==> config.mk <==
export PLATFORM = sky130hd
export DESIGN_NAME = lc3x_mult_div_flat
export DESIGN_NICKNAME = d
export VERILOG_FILES = /design/src/rtl/lc3x_mult_div_pkg.sv /design/src/rtl/lc3x_mult_div_if.sv /design/src/rtl/lc3x_mult_div.sv /design/src/flat_wrapper.sv
export SDC_FILE = /design/constraint.sdc
export NUM_CORES = 1
export LEC_CHECK = 0
export CAP_MARGIN = 0
export CORE_ASPECT_RATIO = 2
export CORE_MARGIN = 2
export CORE_UTILIZATION = 40
export CTS_CLUSTER_SIZE = 24
export DETAILED_ROUTE_END_ITERATION = 7
export GPL_ROUTABILITY_DRIVEN = 0
export SLEW_MARGIN = 0
export SYNTH_ARGS = -nofsm -noshare
export SYNTH_HDL_FRONTEND = slang
export SYNTH_SLANG_ARGS = --single-unit
==> constraint.sdc <==
create_clock -name clk -period 4.3 [get_ports clk]
set_input_delay 0.43 -clock clk [delete_from_list [all_inputs] [get_ports clk]]
set_output_delay 0.43 -clock clk [all_outputs]
set_load 0.03 [all_outputs]
==> src/rtl/lc3x_mult_div_pkg.sv <==
// Shared types and constants for the LC-3X iterative multiply/divide unit.
// Imported by the interface, the unit and its bench.
package lc3x_mult_div_pkg;

  localparam int MD_WIDTH = 16;
  localparam int MD_ITER  = 16;

  typedef enum logic [1:0] {
    md_none = 2'b00,
    md_mul  = 2'b01,
    md_div  = 2'b10,
    md_rsvd = 2'b11
  } lc3b_md_op;

  typedef enum logic [1:0] {
    IDLE = 2'd0,
    RUN  = 2'd1,
    DONE = 2'd2
  } md_state_t;

  // Two's-complement magnitude; 0x8000 maps to itself, read as unsigned.
  function automatic logic [MD_WIDTH-1:0] md_abs(input logic [MD_WIDTH-1:0] v);
    return v[MD_WIDTH-1] ? (16'h0000 - v) : v;
  endfunction

endpackage

==> src/rtl/lc3x_mult_div_if.sv <==
// Request/response bundle between the EX stage (master) and the
// multiply/divide unit (slave).
interface lc3x_mult_div_if;
  import lc3x_mult_div_pkg::*;

  logic                start;
  lc3b_md_op           op;
  logic                flush;
  logic [MD_WIDTH-1:0] a;
  logic [MD_WIDTH-1:0] b;
  logic                busy;
  logic                done;
  logic [MD_WIDTH-1:0] result;
  logic                div_by_zero;

  modport master (
    output start, op, flush, a, b,
    input  busy, done, result, div_by_zero
  );

  modport slave (
    input  start, op, flush, a, b,
    output busy, done, result, div_by_zero
  );

endinterface

==> src/rtl/lc3x_mult_div.sv <==
// Iterative 16-cycle shift-add multiplier / restoring signed divider
// sharing one 17-bit accumulator; one result bit per RUN cycle.
module lc3x_mult_div
  import lc3x_mult_div_pkg::*;
(
  input  logic           clk,
  input  logic           reset,
  lc3x_mult_div_if.slave md
);

  md_state_t           state_r, state_s;
  logic [3:0]          cnt_r;
  logic [16:0]         acc_r;
  logic [MD_WIDTH-1:0] opa_r;
  logic [MD_WIDTH-1:0] opb_r;
  logic                is_div_r;
  logic                neg_r;
  logic                busy_r;
  logic                done_r;
  logic [MD_WIDTH-1:0] result_r;
  logic                dbz_r;

  logic                accept_s;
  logic                req_div_s;
  logic                div_zero_s;
  logic [16:0]         shifted_s;
  logic                ge_s;
  logic [16:0]         acc_nx_s;
  logic [MD_WIDTH-1:0] opa_nx_s;
  logic [MD_WIDTH-1:0] opb_nx_s;
  logic [MD_WIDTH-1:0] final_s;

  assign accept_s   = md.start & ~md.flush;
  assign req_div_s  = (md.op == md_div);
  assign div_zero_s = req_div_s & (md.b == 16'h0000);

  // One iteration of the shared datapath: mul adds opa under opb's LSB,
  // div shifts the next dividend bit into the remainder and trial-subtracts.
  always_comb begin
    shifted_s = {acc_r[15:0], opa_r[15]};
    ge_s      = (shifted_s >= {1'b0, opb_r});
    acc_nx_s  = acc_r;
    opa_nx_s  = opa_r;
    opb_nx_s  = opb_r;
    final_s   = result_r;
    if (is_div_r) begin
      acc_nx_s = ge_s ? (shifted_s - {1'b0, opb_r}) : shifted_s;
      opa_nx_s = {opa_r[14:0], ge_s};
      final_s  = neg_r ? (16'h0000 - opa_nx_s) : opa_nx_s;
    end else begin
      acc_nx_s = {1'b0, acc_r[15:0] + (opb_r[0] ? opa_r : 16'h0000)};
      opa_nx_s = {opa_r[14:0], 1'b0};
      opb_nx_s = {1'b0, opb_r[15:1]};
      final_s  = acc_nx_s[15:0];
    end
  end

  // Next-state logic.
  always_comb begin
    state_s = state_r;
    case (state_r)
      IDLE: begin
        if (accept_s) begin
          state_s = div_zero_s ? DONE : RUN;
        end else begin
          state_s = IDLE;
        end
      end
      RUN: begin
        if (md.flush) begin
          state_s = IDLE;
        end else if (cnt_r == 4'(MD_ITER - 1)) begin
          state_s = DONE;
        end else begin
          state_s = RUN;
        end
      end
      DONE:    state_s = IDLE;
      default: state_s = IDLE;
    endcase
  end

  // State register.
  always_ff @(posedge clk or posedge reset) begin
    if (reset) begin
      state_r <= IDLE;
    end else begin
      state_r <= state_s;
    end
  end

  // Operand latch, iteration and registered outputs.
  always_ff @(posedge clk or posedge reset) begin
    if (reset) begin
      cnt_r    <= 4'd0;
      acc_r    <= 17'd0;
      opa_r    <= 16'h0000;
      opb_r    <= 16'h0000;
      is_div_r <= 1'b0;
      neg_r    <= 1'b0;
      busy_r   <= 1'b0;
      done_r   <= 1'b0;
      result_r <= 16'h0000;
      dbz_r    <= 1'b0;
    end else begin
      done_r <= 1'b0;
      case (state_r)
        IDLE: begin
          if (accept_s) begin
            cnt_r    <= 4'd0;
            acc_r    <= 17'd0;
            is_div_r <= req_div_s;
            neg_r    <= md.a[15] ^ md.b[15];
            opa_r    <= req_div_s ? md_abs(md.a) : md.a;
            opb_r    <= req_div_s ? md_abs(md.b) : md.b;
            if (div_zero_s) begin
              result_r <= 16'hFFFF;
              dbz_r    <= 1'b1;
              done_r   <= 1'b1;
            end else begin
              busy_r <= 1'b1;
            end
          end
        end
        RUN: begin
          if (md.flush) begin
            busy_r <= 1'b0;
          end else begin
            cnt_r <= cnt_r + 4'd1;
            acc_r <= acc_nx_s;
            opa_r <= opa_nx_s;
            opb_r <= opb_nx_s;
            if (cnt_r == 4'(MD_ITER - 1)) begin
              busy_r   <= 1'b0;
              done_r   <= 1'b1;
              result_r <= final_s;
              dbz_r    <= 1'b0;
            end
          end
        end
        DONE:    busy_r <= 1'b0;
        default: busy_r <= 1'b0;
      endcase
    end
  end

  assign md.busy        = busy_r;
  // A flush arriving in the DONE cycle still squashes the pulse.
  assign md.done        = done_r & ~md.flush;
  assign md.result      = result_r;
  assign md.div_by_zero = dbz_r;

endmodule
==> src/flat_wrapper.sv <==
// flat-port wrapper written by rule: the top's interface ports become plain ports
module lc3x_mult_div_flat import lc3x_mult_div_pkg::*;
  (clk, reset, md_start, md_op, md_flush, md_a, md_b, md_busy, md_done, md_result, md_div_by_zero);
  lc3x_mult_div_if md_i ();
  input  logic clk;
  input  logic reset;
  input wire logic [$bits(md_i.start)-1:0] md_start;
  input wire logic [$bits(md_i.op)-1:0] md_op;
  input wire logic [$bits(md_i.flush)-1:0] md_flush;
  input wire logic [$bits(md_i.a)-1:0] md_a;
  input wire logic [$bits(md_i.b)-1:0] md_b;
  output wire logic [$bits(md_i.busy)-1:0] md_busy;
  output wire logic [$bits(md_i.done)-1:0] md_done;
  output wire logic [$bits(md_i.result)-1:0] md_result;
  output wire logic [$bits(md_i.div_by_zero)-1:0] md_div_by_zero;
  assign md_i.start = md_start;
  assign md_i.op = md_op;
  assign md_i.flush = md_flush;
  assign md_i.a = md_a;
  assign md_i.b = md_b;
  assign md_busy = md_i.busy;
  assign md_done = md_i.done;
  assign md_result = md_i.result;
  assign md_div_by_zero = md_i.div_by_zero;
  lc3x_mult_div u_core (.clk(clk), .reset(reset), .md(md_i));
endmodule
==> Flow_metrics.wiki, run 1 <==
{| class="wikitable"
! Metric !! Value
|-
| Number of global-route vias before repair || 5789
|-
| Number of antenna violations at the first check in global routing || 0
|-
| Fin Clk Skew || 0.00897 ns
|-
| Detailed-routing iteration count for the pre-antenna-repair pass || 5
|-
| GR Overflow Total || 0
|-
| Clock-pin slew of the registers on the worst-case setup and hold paths || 0.06 ns
|-
| Number of nets in the finished design || 877
|-
| Worst Reg-to-Reg Cells || 15
|-
| Die H || 178 µm
|-
| Mapped Area || 0.00605 mm²
|-
| Fraction of final layout cells with drive strength greater than 1 || 5.71%
|-
| Half-perimeter wire length after placement || 14.0 mm
|-
| Hold WC Path Type || register to register
|-
| CTS Hold Bufs || 0
|-
| Wire length per cell after detailed routing || 18.0 µm
|-
| Maximum ir drop on the vdd rail || 0.000240 V
|-
| Max Freq || 300 MHz
|-
| Post-CTS repair timing setup buffer count || 0
|-
| FF-to-FF setup slack || 0.97 ns
|-
| Filler cells || 1484
|-
| Clk buf depth || 2
|-
| Floorplan die area || 0.0162 mm²
|-
| Final ANT Viol Nets || 0
|-
| Clock latency reported for the late side of the worst-skew pair || 0.35 ns
|-
| Power density normalized to cell area || 723 mW/mm²
|-
| Post-synthesis sequential area ratio || 30.6%
|-
| Endpoints failing hold || 0
|-
| Category of the worst setup path launch point || register
|-
| Total nets after synthesis || 840
|-
| Total of warnings raised by yosys || 0
|-
| Reg-to-Reg Start || u_core.acc_r[0]
|-
| Fraction of the cycle the final worst path needs || 77.4%
|-
| CP endpoint || u_core.md.result[10]
|-
| Static leakage power || 3.07 nW
|-
| Number of remaining DRC errors || 0
|-
| Via count || 5747
|-
| Number of antenna repair diodes || 0
|-
| CP startpoint || u_core.acc_r[0]
|-
| Max-Cap Viols || 0
|-
| DR vias/cell || 5.74
|-
| Pre-CTS setup slack || 0.648 ns
|-
| Required time at the worst-slack endpoint || 4.51 ns
|-
| Cell type contributing the most total cell area after synthesis || sky130_fd_sc_hd__dfrtp_1
|-
| Number of buffers added by the clock tree synthesis step || 9
|-
| Worst Hold Slack || 0.496 ns
|-
| Count of boundary I/O pins || 57
|-
| Biggest area contributors in the synthesized netlist || sky130_fd_sc_hd__dfrtp_1 31%, sky130_fd_sc_hd__ha_1 7.4%, sky130_fd_sc_hd__nand2_1 6.3%, sky130_fd_sc_hd__a21oi_1 6.2%, sky130_fd_sc_hd__o21ai_0 5.5%
|-
| Maximum fanout count along the critical path || 5
|-
| Count of non-filler cells in the finished layout || 1001
|-
| CP arrival || 3.54 ns
|-
| Final setup viols || 0
|-
| Clock tree from TritonCTS || yes
|-
| End of the worst register-to-register path || u_core.md.result[10]
|-
| CP endpoint kind || register
|-
| Clock root buffer master || sky130_fd_sc_hd__clkbuf_16
|-
| RSZ-0062 raised after global routing || false
|-
| #FFs+latches synth || 74
|-
| Global router's overall resource usage || 22.7%
|-
| Count of routing violations after the opening detailed-route iteration || 321
|-
| Post-synth top cells || 102 x sky130_fd_sc_hd__nand2_1, 75 x sky130_fd_sc_hd__a21oi_1, 74 x sky130_fd_sc_hd__dfrtp_1, 66 x sky130_fd_sc_hd__o21ai_0, 61 x sky130_fd_sc_hd__nor2_1
|-
| Global-route wire length before repair || 29.0 mm
|-
| Status || complete, no violations
|-
| Count of placed standard cells including taps || 985
|-
| Pin count of the biggest net entering global routing || 59
|-
| Placement row count || 63
|-
| Total Negative Setup Slacks || 0 ns
|-
| Per-instance average area after synthesis || 7.92 µm²
|-
| Number of stages on the worst hold path || 2
|-
| Sinks on Clock Net || 74
|-
| Share of synthesized flip-flops with an asynchronous set or reset || 100%
|-
| Area growth from synthesis to layout || 17.2%
|-
| Minimum clock period || 3.33 ns
|-
| Actual transition at the worst max-transition pin || 0.858 ns
|-
| Die Wd || 91.0 µm
|-
| Post-detailed-routing wire length || 18.0 mm
|-
| Maximum level of the CTS H-tree || 3
|-
| Starting utilization of the core area || 40.8%
|-
| Post-CTS sizing || 0
|-
| Setup ws final || 0.972 ns
|-
| Type of the worst setup path || register to register
|-
| Core Area || 0.0148 mm²
|-
| Number of buffers added on ports || 56
|-
| Count leader, synth || sky130_fd_sc_hd__nand2_1
|-
| Synthesized instance count || 764
|-
| Predominant post-synthesis flop cell || sky130_fd_sc_hd__dfrtp_1
|-
| Worst rel slew slack || 42.7%
|-
| Top cell type's share of synthesized area || 30.6%
|-
| Count of flip-flops with a built-in enable after synthesis || 0
|-
| Number of max-slew violations in the final report || 0
|-
| Distinct cell type count after synthesis || 63
|}
-- logic make-up (layout without fill, tap and decap cells) --
| family | after synthesis | count (layout) | share of synthesized area (%) |
|---|---|---|---|
| simple gates | 266 | 266 | 21.0 |
| compound gates | 247 | 247 | 25.8 |
| fa+ha+maj | 38 | 38 | 8.10 |
| xor+xnor | 57 | 57 | 8.25 |
| buf+inv | 74 | 116 | 4.88 |
| mux | 8 | 8 | 1.34 |
| flops | 74 | 74 | 30.6 |
-- metal layers --
layer,track usage (%),share of wire (%),vias to the layer above
met1,24.0,38,2732
met4,15.6,6.7,0
met5,0,0,-
met2,41.6,52,150
li1,-,-,2803
met3,2.55,2.8,62
-- critical path, cell delays in order (launching register included) --
cell and delay, ns:
sky130_fd_sc_hd__dfrtp_1 0.44, sky130_fd_sc_hd__ha_1 0.31, sky130_fd_sc_hd__nor2b_1 0.15, sky130_fd_sc_hd__o2111ai_1 0.23, sky130_fd_sc_hd__nand3b_1 0.18, sky130_fd_sc_hd__o21a_1 0.22
sky130_fd_sc_hd__nor3_2 0.16, sky130_fd_sc_hd__buf_4 0.16, sky130_fd_sc_hd__and2_1 0.16, sky130_fd_sc_hd__ha_1 0.19, sky130_fd_sc_hd__nand3_1 0.14, sky130_fd_sc_hd__o41ai_1 0.34
sky130_fd_sc_hd__xor2_1 0.18, sky130_fd_sc_hd__a21oi_1 0.08, sky130_fd_sc_hd__a22oi_1 0.18, sky130_fd_sc_hd__nand2_1 0.07
-- layout make-up --
type                    instances  area (µm²)  share of cell area (%)
clock buffers                  10         229                    3.23
inverters                      31         121                    1.71
repair buffers                 69         658                    9.28
multi-input cells             616        3920                    55.3
clock inverters                 6        67.6                   0.953
well taps                     195         244                    3.44
flip-flops and latches         74        1850                    26.1
-- power breakdown --
group	total, mW	leakage (nW)	switching [mW]	internal, mW
registers	1.36	0.936	0.385	0.975
logic	2.99	1.99	1.76	1.24
clock network	0.771	0.139	0.320	0.451
-- metrics by stage --
stage / util (%) / total power, mW / area, µm²
after floorplan: - / 3.41 / 6050
after global placement: 45.9 / 4.27 / 6800
final: 47.9 / 5.12 / 7090
after detailed placement: 45.9 / 4.34 / 6800
after CTS: 47.9 / 5.13 / 7090
after global routing: 47.9 / 5.53 / 7090
-- flip-flops by register name, indices dropped and copies added, names as in the netlist --
signal	cells
u_core.md.busy	1
u_core.acc_r	16
u_core.md.result	16
u_core.is_div_r	1
u_core.opb_r	16
u_core.state_r	1
u_core.md.div_by_zero	1
u_core.cnt_r	4
u_core.opa_r	16
u_core.done_r	1
u_core.neg_r	1
-- worst min-delay path by stage --
| stage | slack, ns | endpoint | from |
|---|---|---|---|
| 3_5_place_dp | 0.49 | u_core.opb_r[3] | u_core.opb_r[3] |
| 3_3_place_gp | 0.49 | u_core.opb_r[1] | u_core.opb_r[1] |
| 4_1_cts | 0.51 | u_core.opb_r[3] | u_core.opb_r[3] |
| 5_1_grt | 0.53 | u_core.md.result[0] | u_core.md.result[0] |
| 6_report | 0.50 | u_core.md.div_by_zero | u_core.md.div_by_zero |
| 2_1_floorplan | 0.47 | u_core.opb_r[10] | u_core.opb_r[10] |
-- placed cells by master (no fill, tap or decap), types with 5 or more instances in the layout --
cell type,n
sky130_fd_sc_hd__nand2_1,102
sky130_fd_sc_hd__a21oi_1,75
sky130_fd_sc_hd__dfrtp_1,74
sky130_fd_sc_hd__o21ai_0,66
sky130_fd_sc_hd__nor2_1,60
sky130_fd_sc_hd__clkdlybuf4s50_1,56
sky130_fd_sc_hd__ha_1,36
sky130_fd_sc_hd__xor2_1,30
sky130_fd_sc_hd__inv_1,29
sky130_fd_sc_hd__xnor2_1,27
sky130_fd_sc_hd__and2_1,19
sky130_fd_sc_hd__nand2b_1,14
sky130_fd_sc_hd__nor3_1,13
sky130_fd_sc_hd__o211ai_1,13
sky130_fd_sc_hd__buf_4,13
sky130_fd_sc_hd__nand3_1,12
sky130_fd_sc_hd__a211oi_1,11
sky130_fd_sc_hd__a21o_1,10
sky130_fd_sc_hd__a31oi_1,9
sky130_fd_sc_hd__or3_1,9
sky130_fd_sc_hd__o31ai_1,9
sky130_fd_sc_hd__clkbuf_16,9
sky130_fd_sc_hd__a32o_1,8
sky130_fd_sc_hd__mux2i_1,7
sky130_fd_sc_hd__o22a_1,6
sky130_fd_sc_hd__nor4_1,6
sky130_fd_sc_hd__nand4_1,6
sky130_fd_sc_hd__o21a_1,6
sky130_fd_sc_hd__nor2b_1,5
Power figures use the tool's default switching activity.
==> run 2, diff against run 1 <==
==> constraint.sdc (replaced) <==
create_clock -name clk -period 3.01 [get_ports clk]
set_input_delay 0.301 -clock clk [delete_from_list [all_inputs] [get_ports clk]]
set_output_delay 0.301 -clock clk [all_outputs]
set_load 0.03 [all_outputs]
==> Flow_metrics.wiki, run 2 (synthesis gave the netlist of run 1 again) <==
{| class="wikitable"
! Metric !! Value
|-
| Status || complete, no violations
|-
| Fin Clk Skew || 0.0106 ns (+0.00163 ns)
|-
| Hold WC Path Type || primary input to asynchronous set/reset pin
|-
| Number of buffers added by the clock tree synthesis step || 9 (unchanged)
|-
| Count of boundary I/O pins || 57 (unchanged)
|-
| Max-Cap Viols || 0 (unchanged)
|-
| Total Negative Setup Slacks || 0 ns (unchanged)
|-
| Category of the worst setup path launch point || register
|-
| Final setup viols || 0 (unchanged)
|-
| Area growth from synthesis to layout || 28.4%
|-
| Count of routing violations after the opening detailed-route iteration || 398 (+24%)
|-
| Most common cell after layout, fill and taps aside || sky130_fd_sc_hd__nand2_1
|-
| Number of antenna violations at the first check in global routing || 0 (unchanged)
|-
| Clock latency reported for the late side of the worst-skew pair || 0.35 ns (about the same)
|-
| Fraction of the cycle the final worst path needs || 97.0% (+20 points)
|-
| Clock tree from TritonCTS || yes
|-
| Number of global-route vias before repair || 6109 (+5.5%)
|-
| Clock-pin slew of the registers on the worst-case setup and hold paths || 0.07 ns (about the same)
|-
| CP startpoint || u_core.opb_r[0]
|-
| FF-to-FF setup slack || 0.09 ns (-0.88 ns)
|-
| Detailed-routing iteration count for the pre-antenna-repair pass || 5 (unchanged)
|-
| Sinks on Clock Net || 74 (unchanged)
|-
| Number of max-slew violations in the final report || 0 (unchanged)
|-
| Post-detailed-routing wire length || 19.4 mm (+7.8%)
|-
| CP arrival || 3.16 ns (-0.38 ns)
|-
| Worst Reg-to-Reg Cells || 12 (-3)
|-
| Type of the worst setup path || register to register
|-
| Static leakage power || 3.38 nW (+10%)
|-
| Global router's overall resource usage || 24.6% (+1.8 points)
|-
| GR Overflow Total || 0 (unchanged)
|-
| Pin count of the biggest net entering global routing || 59 (unchanged)
|-
| Power density normalized to cell area || 1060 mW/mm² (+46%)
|-
| Maximum ir drop on the vdd rail || 0.000519 V (+120%)
|-
| Placement row count || 63 (unchanged)
|-
| Half-perimeter wire length after placement || 15.2 mm (+8.4%)
|-
| Minimum clock period || 2.92 ns (-0.410 ns)
|-
| Required time at the worst-slack endpoint || 3.25 ns (-1.26 ns)
|-
| Endpoints failing hold || 0 (unchanged)
|-
| Maximum level of the CTS H-tree || 3 (unchanged)
|-
| Reg-to-Reg Start || u_core.opb_r[0]
|-
| Core Area || 0.0148 mm² (unchanged)
|-
| Maximum fanout count along the critical path || 7 (+2)
|-
| Clock root buffer master || sky130_fd_sc_hd__clkbuf_16
|-
| Floorplan die area || 0.0162 mm² (unchanged)
|-
| Most frequent cells in the layout || 101 x sky130_fd_sc_hd__nand2_1, 73 x sky130_fd_sc_hd__dfrtp_1, 70 x sky130_fd_sc_hd__a21oi_1
|-
| Final ANT Viol Nets || 0 (unchanged)
|-
| DR vias/cell || 5.69 (-0.82%)
|-
| Worst rel slew slack || 50.3% (+7.6 points)
|-
| Die Wd || 91.0 µm (unchanged)
|-
| Number of nets in the finished design || 935 (+6.6%)
|-
| RSZ-0062 raised after global routing || true
|-
| Global-route wire length before repair || 31.2 mm (+7.8%)
|-
| Starting utilization of the core area || 40.8% (unchanged)
|-
| Wire length per cell after detailed routing || 18.4 µm (+1.9%)
|-
| Actual transition at the worst max-transition pin || 0.745 ns (-0.113 ns)
|-
| Clk buf depth || 2 (unchanged)
|-
| Via count || 6030 (+4.9%)
|-
| Number of antenna repair diodes || 0 (unchanged)
|-
| Number of remaining DRC errors || 0 (unchanged)
|-
| End of the worst register-to-register path || u_core.acc_r[13]
|-
| Worst Hold Slack || 0.329 ns (-0.167 ns)
|-
| Max Freq || 343 MHz (+14%)
|-
| Number of buffers added on ports || 56 (unchanged)
|-
| CP endpoint kind || register
|-
| Fraction of final layout cells with drive strength greater than 1 || 15.7% (+10 points)
|-
| Die H || 178 µm (unchanged)
|}
==> run 2: cell count changes in the layout (fill, tap and decap cells not counted), moves of 3 or more <==
cell and change:
sky130_fd_sc_hd__buf_4 +55, sky130_fd_sc_hd__ha_1 -7, sky130_fd_sc_hd__a21oi_2 +3, sky130_fd_sc_hd__ha_4 +5, sky130_fd_sc_hd__a21oi_1 -5, sky130_fd_sc_hd__o21ai_0 -4
sky130_fd_sc_hd__o21ai_1 +4
==> run 2: repair_timing <==
item	4_1_cts	5_1_grt
setup buffers	0	2
resized for setup	11	30
hold buffers	0	0
pin swaps	3	27
cloned	0	0
endpoints found under the setup margin	8	16
==> run 2: critical path: stages, from the launching register on <==
cell and delay [ns]:
sky130_fd_sc_hd__dfrtp_1 0.40, sky130_fd_sc_hd__buf_6 0.14, sky130_fd_sc_hd__and2_1 0.16, sky130_fd_sc_hd__ha_1 0.31
sky130_fd_sc_hd__a21oi_1 0.23, sky130_fd_sc_hd__o31ai_2 0.12, sky130_fd_sc_hd__a211o_1 0.28, sky130_fd_sc_hd__a41oi_2 0.29
sky130_fd_sc_hd__a21oi_2 0.10, sky130_fd_sc_hd__or2_2 0.32, sky130_fd_sc_hd__a21oi_4 0.17, sky130_fd_sc_hd__nor2_1 0.06
sky130_fd_sc_hd__a22o_1 0.21
==> run 2: per-layer routing <==
| layer | track usage, % | routed length [µm] | vias to the layer above |
|---|---|---|---|
| met2 | 44.7 | 10500 | 181 |
| met3 | 2.29 | 488 | 74 |
| met4 | 17.7 | 1310 | 0 |
| met1 | 26.1 | 7180 | 2850 |
| li1 | - | - | 2925 |
| met5 | 0 | 0 | - |
==> run 2: area by class of cell <==
type,count,area [µm²]
fill,1488,7050
multi-input combinational,616,4130
sequential,74,1850
timing repair buffer,127,1120
tap,195,244
clock buffer,10,229
inverter,31,121
clock inverter,6,66.3
==> run 2: how the worst max path moves through the flow <==
stage          slack [ns]  cells past startpoint              endpoint
6_report             0.09                     12      u_core.acc_r[13]
3_3_place_gp        -0.06                     12      u_core.acc_r[13]
2_1_floorplan       -0.07                     17  u_core.md.result[10]
5_1_grt             -0.08                     15  u_core.md.result[10]
4_1_cts             -0.02                     12      u_core.acc_r[13]
3_5_place_dp        -0.19                     12      u_core.acc_r[13]
==> run 2: stage by stage <==
stage               instance area (µm²)  setup slack [ns]  instances  total power, mW  utilization, %
global placement                   7260           -0.0556       1041             6.57            49.0
detailed placement                 7260            -0.191       1041             6.73            49.0
global route                       7770           -0.0756       1059             8.80            52.4
floorplan                          6070           -0.0651        764             4.92               -
finish                             7770            0.0912       1059             8.22            52.4
CTS                                7620           -0.0230       1057             7.97            51.4
==> run 2: power breakdown <==
part	switching, mW	internal [mW]	leakage, nW
combinational	2.98	2.33	2.31
clock	0.452	0.644	0.135
sequential	0.416	1.40	0.935
==> run 3, diff against run 2 <==
==> constraint.sdc (replaced) <==
create_clock -name clk -period 3.01 [get_ports clk]
set_input_delay 0.602 -clock clk [delete_from_list [all_inputs] [get_ports clk]]
set_output_delay 0.602 -clock clk [all_outputs]
set_load 0.03 [all_outputs]
==> Flow_metrics.wiki, run 3 (synthesis gave the netlist of run 1 again) <==
{| class="wikitable"
! Metric !! Value
|-
| Number of remaining DRC errors || 0 (unchanged)
|-
| Starting utilization of the core area || 40.8% (unchanged)
|-
| Clk buf depth || 2 (unchanged)
|-
| Maximum ir drop on the vdd rail || 0.000452 V (-13%)
|-
| Worst Reg-to-Reg Cells || 12 (unchanged)
|-
| GR Overflow Total || 0 (unchanged)
|-
| Maximum level of the CTS H-tree || 3 (unchanged)
|-
| Reg-to-Reg Start || u_core.opb_r[0]
|-
| CP endpoint || u_core.acc_r[13]
|-
| Clock-pin slew of the registers on the worst-case setup and hold paths || 0.06 ns (about the same)
|-
| Clock root buffer master || sky130_fd_sc_hd__clkbuf_16
|-
| Number of buffers added on ports || 56 (unchanged)
|-
| Core Area || 0.0148 mm² (unchanged)
|-
| Count of routing violations after the opening detailed-route iteration || 444 (+12%)
|-
| Fin Clk Skew || 0.00927 ns (-0.00134 ns)
|-
| End of the worst register-to-register path || u_core.acc_r[13]
|-
| Die Wd || 91.0 µm (unchanged)
|-
| Number of antenna violations at the first check in global routing || 0 (unchanged)
|-
| Area growth from synthesis to layout || 29.9%
|-
| Wire length per cell after detailed routing || 17.9 µm (-2.3%)
|-
| Required time at the worst-slack endpoint || 3.25 ns (about the same)
|-
| Pre-CTS setup slack || -0.403 ns (-0.213 ns)
|-
| Number of max-slew violations in the final report || 0 (unchanged)
|-
| Most frequent cells in the layout || 101 x sky130_fd_sc_hd__nand2_1, 86 x sky130_fd_sc_hd__buf_4, 74 x sky130_fd_sc_hd__dfrtp_1
|-
| Setup ws final || -0.0719 ns (-0.163 ns)
|-
| CP endpoint kind || register
|-
| Number of global-route vias before repair || 6016 (-1.5%)
|-
| Static leakage power || 3.53 nW (+4.3%)
|-
| CP startpoint || u_core.opb_r[0]
|-
| Endpoints failing hold || 0 (unchanged)
|-
| Die H || 178 µm (unchanged)
|-
| Max Freq || 324 MHz (-5.3%)
|-
| Global-route wire length before repair || 30.2 mm (-3.3%)
|-
| Detailed-routing iteration count for the pre-antenna-repair pass || 5 (unchanged)
|-
| Power density normalized to cell area || 1050 mW/mm² (-0.89%)
|-
| DR vias/cell || 5.69 (about the same)
|-
| RSZ-0062 raised after global routing || true
|-
| Number of nets in the finished design || 952 (+1.8%)
|-
| Global router's overall resource usage || 23.7% (-0.85 points)
|-
| Sinks on Clock Net || 74 (unchanged)
|-
| Fin util || 53.1% (+0.63 points)
|-
| Final ANT Viol Nets || 0 (unchanged)
|-
| FF-to-FF setup slack || -0.07 ns (-0.16 ns)
|-
| Clock latency reported for the late side of the worst-skew pair || 0.35 ns (about the same)
|-
| Final setup viols || 2 (+2)
|-
| Number of antenna repair diodes || 0 (unchanged)
|-
| Hold WC Path Type || register to register
|-
| Half-perimeter wire length after placement || 14.9 mm (-1.8%)
|-
| Number of buffers added by the clock tree synthesis step || 9 (unchanged)
|-
| Most common cell after layout, fill and taps aside || sky130_fd_sc_hd__nand2_1
|-
| Violations in the final reports || negative setup slack
|-
| CP arrival || 3.32 ns (+0.16 ns)
|-
| Fraction of the cycle the final worst path needs || 102% (+5.4 points)
|-
| Count of boundary I/O pins || 57 (unchanged)
|-
| Via count || 6126 (+1.6%)
|-
| Placement row count || 63 (unchanged)
|-
| Pin count of the biggest net entering global routing || 75 (+27%)
|-
| Type of the worst setup path || register to register
|-
| Fraction of final layout cells with drive strength greater than 1 || 16.3% (+0.60 points)
|-
| Category of the worst setup path launch point || register
|-
| Minimum clock period || 3.08 ns (+0.163 ns)
|-
| Worst rel slew slack || 44.4% (-5.9 points)
|-
| Actual transition at the worst max-transition pin || 0.834 ns (+0.0888 ns)
|-
| Floorplan die area || 0.0162 mm² (unchanged)
|-
| Status || finished with violations
|-
| Post-detailed-routing wire length || 19.3 mm (-0.76%)
|-
| Max-Cap Viols || 0 (unchanged)
|-
| Maximum fanout count along the critical path || 7 (unchanged)
|-
| Clock tree from TritonCTS || yes
|}
run 3: changes by cell type in the layout (fill, tap and decap cells not counted), sizes merged, moves of 2 or more:
cell	change
clkinvlp	-3
buf	+17
dlymetal6s2s	+4
clkdlybuf4s50	-4
clkinv	+2
run 3: how the worst min path moves through the flow:
stage / start / end / slack [ns] / cells past startpoint
final: u_core.md.div_by_zero / u_core.md.div_by_zero / 0.48 / 2
after global routing: u_core.md.div_by_zero / u_core.md.div_by_zero / 0.52 / 2
after CTS: u_core.md.div_by_zero / u_core.md.div_by_zero / 0.49 / 2
after detailed placement: u_core.md.div_by_zero / u_core.md.div_by_zero / 0.48 / 2
after global placement: u_core.md.div_by_zero / u_core.md.div_by_zero / 0.47 / 2
after floorplan: u_core.opb_r[10] / u_core.opb_r[10] / 0.47 / 2
run 3: report_power, final:
group / internal [mW] / switching, mW / total, mW
sequential: 1.40 / 0.426 / 1.82
combinational: 2.35 / 2.92 / 5.26
clock: 0.725 / 0.432 / 1.16
run 3: stage by stage:
step                      cell area (µm²)  TNS (ns)  instances  power, mW  hold WS, ns
after floorplan                      6070   -0.0932        764       4.92        0.472
after global placement               7350     -4.73       1053       6.65        0.466
after detailed placement             7350     -6.03       1053       6.79        0.477
after CTS                            7700         0       1070       8.04        0.490
after global routing                 7860    -0.788       1076       8.84        0.524
final                                7860    -0.129       1076       8.24        0.484
run 3: timing repair:
| item | CTS | global route |
|---|---|---|
| setup buffers | 1 | 6 |
| endpoints found under the setup margin | 14 | 20 |
| gates resized for setup | 9 | 26 |
| pin swaps | 6 | 17 |
| hold endpoints to repair | 0 | 0 |
| hold buffers | 0 | 0 |
run 3: worst max-delay path: stages (launching register included):
cell	delay [ns]
sky130_fd_sc_hd__dfrtp_1	0.40
sky130_fd_sc_hd__buf_4	0.17
sky130_fd_sc_hd__and2_1	0.15
sky130_fd_sc_hd__ha_1	0.30
sky130_fd_sc_hd__a211oi_2	0.26
sky130_fd_sc_hd__o31ai_1	0.12
sky130_fd_sc_hd__a211o_1	0.32
sky130_fd_sc_hd__a41oi_2	0.29
sky130_fd_sc_hd__a21oi_1	0.12
sky130_fd_sc_hd__or2_2	0.30
sky130_fd_sc_hd__a21oi_2	0.23
sky130_fd_sc_hd__nor2_1	0.08
sky130_fd_sc_hd__a22o_1	0.21
run 3: area by class of cell:
type / count / area [µm²]
tap: 195 / 244
clock buffer: 11 / 233
multi-input combinational: 616 / 4080
sequential: 74 / 1850
timing repair buffer: 144 / 1260
fill: 1455 / 6960
inverter: 31 / 121
clock inverter: 5 / 78.8
run 3: per-layer routing:
layer	track usage, %	wire (µm)	share of wire, %	vias to the layer above
met2	44.8	10600	55	160
met3	2.08	574	3.0	66
met1	24.5	7060	37	2938
li1	-	-	-	2962
met4	15.7	1100	5.7	0
met5	0	0	0	-
